`config.mk`:
```
export PLATFORM = sky130hd
export DESIGN_NAME = cp0_unit_flat
export DESIGN_NICKNAME = d
export VERILOG_FILES = /design/src/rtl/cp0_if.sv /design/src/rtl/cp0_unit.sv /design/src/flat_wrapper.sv
export SDC_FILE = /design/constraint.sdc
export NUM_CORES = 1
export LEC_CHECK = 0
export BUFFER_PORTS_ARGS = -buffer_cell sky130_fd_sc_hd__clkbuf_2
export CAP_MARGIN = 20
export CORE_MARGIN = 4
export CORE_UTILIZATION = 36
export DETAILED_ROUTE_END_ITERATION = 8
export GPL_TIMING_DRIVEN = 1
export PLACE_DENSITY = 0.72
export REMOVE_ABC_BUFFERS = 1
export SKIP_LAST_GASP = 1
export SLEW_MARGIN = 30
export SYNTH_ARGS = -nofsm -noshare
export SYNTH_HDL_FRONTEND = slang
export SYNTH_SLANG_ARGS = --single-unit
```
`constraint.sdc`:
```
create_clock -name clk -period 2.2 [get_ports clk]
set_clock_uncertainty 0.1 [all_clocks]
set_input_delay 0.44 -clock clk [delete_from_list [all_inputs] [get_ports clk]]
set_output_delay 0.44 -clock clk [all_outputs]
set_load 0.02 [all_outputs]
```
`src/rtl/cp0_if.sv`:
```
// Pipeline-side bundle for the coprocessor-0 block: mfc0/mtc0 access, M-stage
// exception context, interrupt lines and the trap/EPC outputs.
interface cp0_if;
  logic [4:0]  A1;
  logic [4:0]  A2;
  logic [31:0] DIn;
  logic        we;
  logic [31:0] PC;
  logic        BD;
  logic [4:0]  ExcCode;
  logic [5:0]  HWInt;
  logic        EXLClr;
  logic        IntReq;
  logic [31:0] EPC;
  logic [31:0] DOut;
  logic [31:0] handler_pc;

  modport master (
    output A1, A2, DIn, we, PC, BD, ExcCode, HWInt, EXLClr,
    input  IntReq, EPC, DOut, handler_pc
  );

  modport slave (
    input  A1, A2, DIn, we, PC, BD, ExcCode, HWInt, EXLClr,
    output IntReq, EPC, DOut, handler_pc
  );
endinterface

```
`src/rtl/cp0_unit.sv`:
```
// Coprocessor 0 in the M stage: SR/Cause/EPC/PRId storage, interrupt and
// exception arbitration, victim PC capture and mfc0 read port.
module cp0_unit #(
  parameter logic [31:0] PRID       = 32'h2019_1221,
  parameter logic [31:0] HANDLER_PC = 32'h0000_4180
) (
  input  logic   clk,
  input  logic   reset,
  cp0_if.slave   bus
);

  localparam logic [4:0] AddrSr    = 5'd12;
  localparam logic [4:0] AddrCause = 5'd13;
  localparam logic [4:0] AddrEpc   = 5'd14;
  localparam logic [4:0] AddrPrid  = 5'd15;

  logic [5:0]  im_q, im_d;
  logic        exl_q, exl_d;
  logic        ie_q, ie_d;
  logic        bd_q, bd_d;
  logic [5:0]  ip_q;
  logic [4:0]  exc_code_q, exc_code_d;
  logic [31:0] epc_q, epc_d;

  logic        int_hit;
  logic        exc_hit;
  logic        int_req;
  logic [31:0] pc_victim;
  logic [31:0] sr_word;
  logic [31:0] cause_word;

  // Raw HWInt is used so an interrupt is taken in the cycle its line rises.
  assign int_hit = (|(bus.HWInt & im_q)) & ie_q & ~exl_q;
  assign exc_hit = (bus.ExcCode != 5'd0) & ~exl_q;
  assign int_req = int_hit | exc_hit;

  assign pc_victim = bus.BD ? (bus.PC - 32'd4) : bus.PC;

  assign sr_word    = {16'h0000, im_q, 8'h00, exl_q, ie_q};
  assign cause_word = {bd_q, 15'h0000, ip_q, 3'b000, exc_code_q, 2'b00};

  always_comb begin
    im_d       = im_q;
    exl_d      = exl_q;
    ie_d       = ie_q;
    bd_d       = bd_q;
    exc_code_d = exc_code_q;
    epc_d      = epc_q;
    if (int_req) begin
      // A trap discards any mtc0 issued in the same cycle.
      exl_d      = 1'b1;
      bd_d       = bus.BD;
      exc_code_d = int_hit ? 5'd0 : bus.ExcCode;
      epc_d      = pc_victim & 32'hFFFF_FFFC;
    end else begin
      if (bus.we) begin
        if (bus.A2 == AddrSr) begin
          im_d  = bus.DIn[15:10];
          exl_d = bus.DIn[1];
          ie_d  = bus.DIn[0];
        end else if (bus.A2 == AddrEpc) begin
          epc_d = bus.DIn & 32'hFFFF_FFFC;
        end
      end
      // eret beats a simultaneous mtc0 SR, but only for EXL.
      if (bus.EXLClr) begin
        exl_d = 1'b0;
      end
    end
  end

  always_ff @(posedge clk or negedge reset) begin
    if (!reset) begin
      im_q       <= 6'd0;
      exl_q      <= 1'b0;
      ie_q       <= 1'b0;
      bd_q       <= 1'b0;
      ip_q       <= 6'd0;
      exc_code_q <= 5'd0;
      epc_q      <= 32'd0;
    end else begin
      im_q       <= im_d;
      exl_q      <= exl_d;
      ie_q       <= ie_d;
      bd_q       <= bd_d;
      ip_q       <= bus.HWInt;
      exc_code_q <= exc_code_d;
      epc_q      <= epc_d;
    end
  end

  always_comb begin
    bus.DOut = 32'd0;
    unique case (bus.A1)
      AddrSr:    bus.DOut = sr_word;
      AddrCause: bus.DOut = cause_word;
      AddrEpc:   bus.DOut = epc_q;
      AddrPrid:  bus.DOut = PRID;
      default:   bus.DOut = 32'd0;
    endcase
  end

  assign bus.IntReq     = int_req;
  assign bus.EPC        = epc_q;
  assign bus.handler_pc = HANDLER_PC;

endmodule
```
`src/flat_wrapper.sv`:
```
// flat-port wrapper written by rule: the top's interface ports become plain ports
module cp0_unit_flat 
#(
  parameter logic [31:0] PRID       = 32'h2019_1221,
  parameter logic [31:0] HANDLER_PC = 32'h0000_4180
)
  (clk, reset, bus_A1, bus_A2, bus_DIn, bus_we, bus_PC, bus_BD, bus_ExcCode, bus_HWInt, bus_EXLClr, bus_IntReq, bus_EPC, bus_DOut, bus_handler_pc);
  cp0_if bus_i ();
  input  logic clk;
  input  logic reset;
  input wire logic [$bits(bus_i.A1)-1:0] bus_A1;
  input wire logic [$bits(bus_i.A2)-1:0] bus_A2;
  input wire logic [$bits(bus_i.DIn)-1:0] bus_DIn;
  input wire logic [$bits(bus_i.we)-1:0] bus_we;
  input wire logic [$bits(bus_i.PC)-1:0] bus_PC;
  input wire logic [$bits(bus_i.BD)-1:0] bus_BD;
  input wire logic [$bits(bus_i.ExcCode)-1:0] bus_ExcCode;
  input wire logic [$bits(bus_i.HWInt)-1:0] bus_HWInt;
  input wire logic [$bits(bus_i.EXLClr)-1:0] bus_EXLClr;
  output wire logic [$bits(bus_i.IntReq)-1:0] bus_IntReq;
  output wire logic [$bits(bus_i.EPC)-1:0] bus_EPC;
  output wire logic [$bits(bus_i.DOut)-1:0] bus_DOut;
  output wire logic [$bits(bus_i.handler_pc)-1:0] bus_handler_pc;
  assign bus_i.A1 = bus_A1;
  assign bus_i.A2 = bus_A2;
  assign bus_i.DIn = bus_DIn;
  assign bus_i.we = bus_we;
  assign bus_i.PC = bus_PC;
  assign bus_i.BD = bus_BD;
  assign bus_i.ExcCode = bus_ExcCode;
  assign bus_i.HWInt = bus_HWInt;
  assign bus_i.EXLClr = bus_EXLClr;
  assign bus_IntReq = bus_i.IntReq;
  assign bus_EPC = bus_i.EPC;
  assign bus_DOut = bus_i.DOut;
  assign bus_handler_pc = bus_i.handler_pc;
  cp0_unit #(.PRID(PRID), .HANDLER_PC(HANDLER_PC)) u_core (.clk(clk), .reset(reset), .bus(bus_i));
endmodule
```
# After elaboration in Yosys (flattened, before gate mapping)
# Index checks and enable logic that the tools add are counted.
[totals]
regBits = 52
in_bits = 90
output_inout_bits = 97
[classes]
addsub = 1
n_eq_ne = 7
mux = 11
n_bitwise = 7
n_reduce_logical = 9
[ops]
columns = ["op", "count"]
rows = [
  ["$mux 32", 5],
  ["$pmux 32 s4", 1],
  ["$sub 32x3->32 const B", 1],
  ["$eq 5x4->1 const B", 6],
  ["$and 6x6->6", 1],
  ["$reduce_and 3->1", 2],
  ["$reduce_bool 3->1", 2],
  ["$reduce_or 6->1", 1],
  ["$mux 5", 1],
  ["$reduce_bool 5->1", 1],
  ["$mux 1", 4],
  ["$reduce_bool 2->1", 2],
  ["$and 1x1->1", 3],
  ["$ne 2x2->1 const B", 1],
  ["$not 1->1", 2],
  ["$reduce_and 2->1", 1],
  ["$or 1x1->1", 1],
]

# Longest topological paths before layout
[logic_depth]
depth_word = 7
ltp_mapped = 7

# Worst setup path before layout
# OpenSTA, ideal clock, no wires.
[synth_timing]
path_type = "input to register"
startpoint = "in bus_PC[3]"
endpoint = "reg u_core.epc_q[31] (netlist: u_core.bus.EPC[31])"
setup_ps = 82
arrival_ps = 2116
required_ps = 2018
path_slack_ps = -98
cell_stages = 4
path_buffers = 0
cell_sequence = "or4b_4 -> or4_4 -> or4b_1 -> a31oi_1"
[synth_between]
elab_chain_len = 3
[synth_lines]
columns = ["element", "line_no", "rtl"]
rows = [
  ["from (decl)", "flat_wrapper.sv:15", "input wire logic [$bits(bus_i.PC)-1:0] bus_PC;"],
  ["$sub 32x3->32", "cp0_unit.sv:37", "assign pc_victim = bus.BD ? (bus.PC - 32'd4) : bus.PC;"],
  ["$mux 32", "cp0_unit.sv:37", ""],
  ["$mux 32", "cp0_unit.sv:49", "if (int_req) begin"],
  ["to (signal assigned)", "cp0_unit.sv:88", "epc_q <= epc_d;"],
  ["to (decl)", "cp0_unit.sv:23", "logic [31:0] epc_q, epc_d;"],
]
# No other way between the ends.
# A chain may end at the register's enable or synchronous reset.

# Final worst setup path
[layout_timing]
startpoint = "in bus_PC[4]"
endpoint = "reg u_core.epc_q[15] (netlist: u_core.bus.EPC[15])"
# Same word-level chain as after synthesis.

==> results.md <==
- Outcome: completed
- Top-count cell post-synth: dfrtp_1
- Final WL: approximately 13 mm
- # rows: 36
- Sum Neg Setup Slack: 0 ps
- Worst R2R Setup Slack: 270 ps
- N_diodes: 0
- Seq/Total Area, Yosys: 0.3373
- Setup crit start: bus_PC[4]
- CTS tree: built
- CP max stage delay: roughly 570 ps
- Max rail drop VDD: approximately 370 uV
- Reg clk slew, reported paths: 110 ps
- WP data required: 2330 ps
- Relative slew slack: 0.5671
- IO Count: ~190
- Synth Area in XOR/XNOR: 0.02833
- Die Ht: between 100 and 150 um
- Clock root buffer: clkbuf_8
- Total design power: 4.498 mW
- RSZ-0062 raised after global routing: yes
- CP delay by family, top: simple AND/OR/NAND/NOR gates
- Core Util, Final: 0.5114
- Post-Synth Adder-Cell Area: 0.003373
- DR WL/cell: ~17 um
- Post-synthesis mux area share: 0.1106
- Number of fill cells: 956
- Largest net degree at the start of global routing: 34
- Ys flop type: dfrtp_1
- CTS buffer count: 5
- Critical R2R Capture: u_core.bd_q
- Die ar.: about 12,000 um^2
- PwrDens: between 800 and 900 nW/um^2
- Setup crit end kind: register
- Clock Latency Late Sink: slightly above 300 ps
- Post-synthesis compound-gate area fraction: 0.1528
- Placement Setup Slack: -303.0 ps
- Area leader, netlist: dfrtp_1
- Share of cells above drive strength 1: 0.4123
- Buffers and inverters on the worst path: 1
- Vias in the first global route: approximately 3,800
- Iteration-0 DRC Markers: between 150 and 200
- Worst-path cell chain: clkbuf_2, or4b_4, or4_4, or4b_1, a31oi_1
- H-tree Lvls: 2
- Leak pwr: about 2.5 nW
- Routed Antenna Nets: 0
- Worst r2r src: u_core.exl_q
- Max Buffers Root-to-Sink: 2
- Number of failing hold endpoints at the final stage: 0
- CTS Sinks: 50
- Final setup fails: 0
- Drt first pass iters: 4
- Post-CTS Setup Repair Bufs: 0
- HP Class: input port to async pin
- Mapped Cells: between 400 and 500
- Initial antenna violation count: 0
- Post-synth EDFFs: 0
- Largest family of logic cells by synthesized area: simple AND/OR/NAND/NOR gates
- Worst Slack Setup Final: approximately 38 ps
- Total Nets Final: about 690
- Tcrit/Tclk final: 0.9826
- Max cap viols: 0
- Crit Path Class: input port to register
- Data arrival, critical path: about 2300 ps
- Startpoint Class: input port
- Worst-Margin Slew: 649.3 ps
- Vias: 3,954
- Top achievable clock speed: between 0.4 and 0.5 GHz
- Yosys reg bits: 50
- Cells on worst reg2reg path: 5
- Die width: around 110 um
- Async set-reset flop share out of synthesis: 1.000
- Largest cells by area after synthesis: dfrtp_1 (34%), mux2i_1 (8.6%), buf_4 (6.9%)
- Slew Limit Fails: 0
- Starting Density: 0.3744
- First-pass GRT wire length: 19.01 mm
- Slowest cell on the critical path: or4b_4
- Synth Cell Area: between 3000 and 4000 um^2
- Top cells by count, synth: dfrtp_1 (50), nor2_1 (36), buf_4 (34)
- Synth Warn #: 0
- GRT Total Usage: 0.2011
- Min cycle time layout: about 2200 ps
- Area share of the largest cell type after synthesis: 0.3373
- HPWL Detailed: ~10 mm
- Drt via density: 5.365
- Grt ovf: 0
- RePlAce Congestion: a little over 0.8
- # DRC: 0
- Core box area: ~9900 um^2
- Crit-path max FO: 4
- Simple-gate area share of the yosys netlist: 0.2600
- I/O Buffers: 150
- Synth cell types: 48
- Synth Area per Inst: a little over 9 um^2
- Area growth syn-to-layout: 36.59%
==> power breakdown <==
group / internal, mW / switching (mW) / total (mW)
Combinational: 0.881 / 1.28 / 2.16
Clock: 0.347 / 0.349 / 0.696
Sequential: 1.30 / 0.339 / 1.64
Total: 2.53 / 1.97 / 4.50
==> layout by cell type (no fill, tap or decap), types with 6 or more instances in the layout <==
cell	netlist	final
or4_1	10	10
nor4b_1	16	16
or3_1	7	6
xor2_1	7	7
o31a_1	17	17
o31ai_1	9	9
a31oi_1	18	18
buf_4	34	65
mux2_2	8	8
and2_1	13	13
nand2_1	11	11
conb_1	2	34
nor4_1	21	21
a21oi_1	8	8
mux2i_1	32	32
clkbuf_2	0	149
nor3_1	9	9
dfrtp_1	50	50
nor2_1	36	35
==> area by class of cell <==
type,count,area [um^2],share of cell area
clock buffers,5,68.82,0.01358
clock inverters,3,48.80,0.009630
flip-flops and latches,50,1251,0.2469
well taps,133,166.4,0.03284
repair buffers,216,1259,0.2484
inverters,7,26.28,0.005185
multi-input cells,323,2247,0.4435
==> worst reg2reg max path: stages (launching register included) <==
cell      delay [ps]
dfrtp_1          530
a311oi_4         420
nor2_2            90
inv_2             90
buf_4            250
mux2_2           360
==> logic make-up (layout without fill, tap and decap cells) <==
logic type | after synthesis | after routing
simple gates | 157 | 158
compound gates | 78 | 78
buf+inv | 68 | 231
flops | 50 | 50
mux | 40 | 40
xor+xnor | 12 | 12
other cells | 2 | 34
fa+ha+maj | 1 | 1
==> state kept, by name, summed over array words and instances, names as in the netlist <==
register / cells
u_core.ip_q: 6
u_core.bus.EPC: 30
u_core.exc_code_q: 5
u_core.exl_q: 1
u_core.im_q: 6
u_core.bd_q: 1
u_core.ie_q: 1
==> timing repair <==
item,CTS,global route
cloned,0,1
setup endpoints to repair,1,7
pin swaps,1,7
hold buffers,0,0
resized for setup,3,7
==> layer usage <==
layer  wire length, um  global-route usage  share of wire
met1              5214              0.2558           0.41
met3               905             0.03288          0.071
met2              6376              0.3457           0.50
met4               331             0.06857          0.026
met5                 0                   0              0
==> per-stage QoR <==
stage	hold slack [ps]	cells	cell area (um^2)
floorplan	44.41	379	3465
global placement	355.3	728	4892
detailed placement	369.8	728	4892
CTS	40.35	736	5025
global route	67.17	737	5067
finish	28.30	737	5067
==> how the worst max path moves through the flow <==
stage                         endpoint  cells after the start
global route        u_core.bus.EPC[21]                      5
CTS                 u_core.bus.EPC[21]                      5
floorplan                  u_core.bd_q                      5
global placement    u_core.bus.EPC[31]                      5
detailed placement  u_core.bus.EPC[31]                      5
finish              u_core.bus.EPC[15]                      5
No activity file was read; power rests on OpenSTA's default activity.
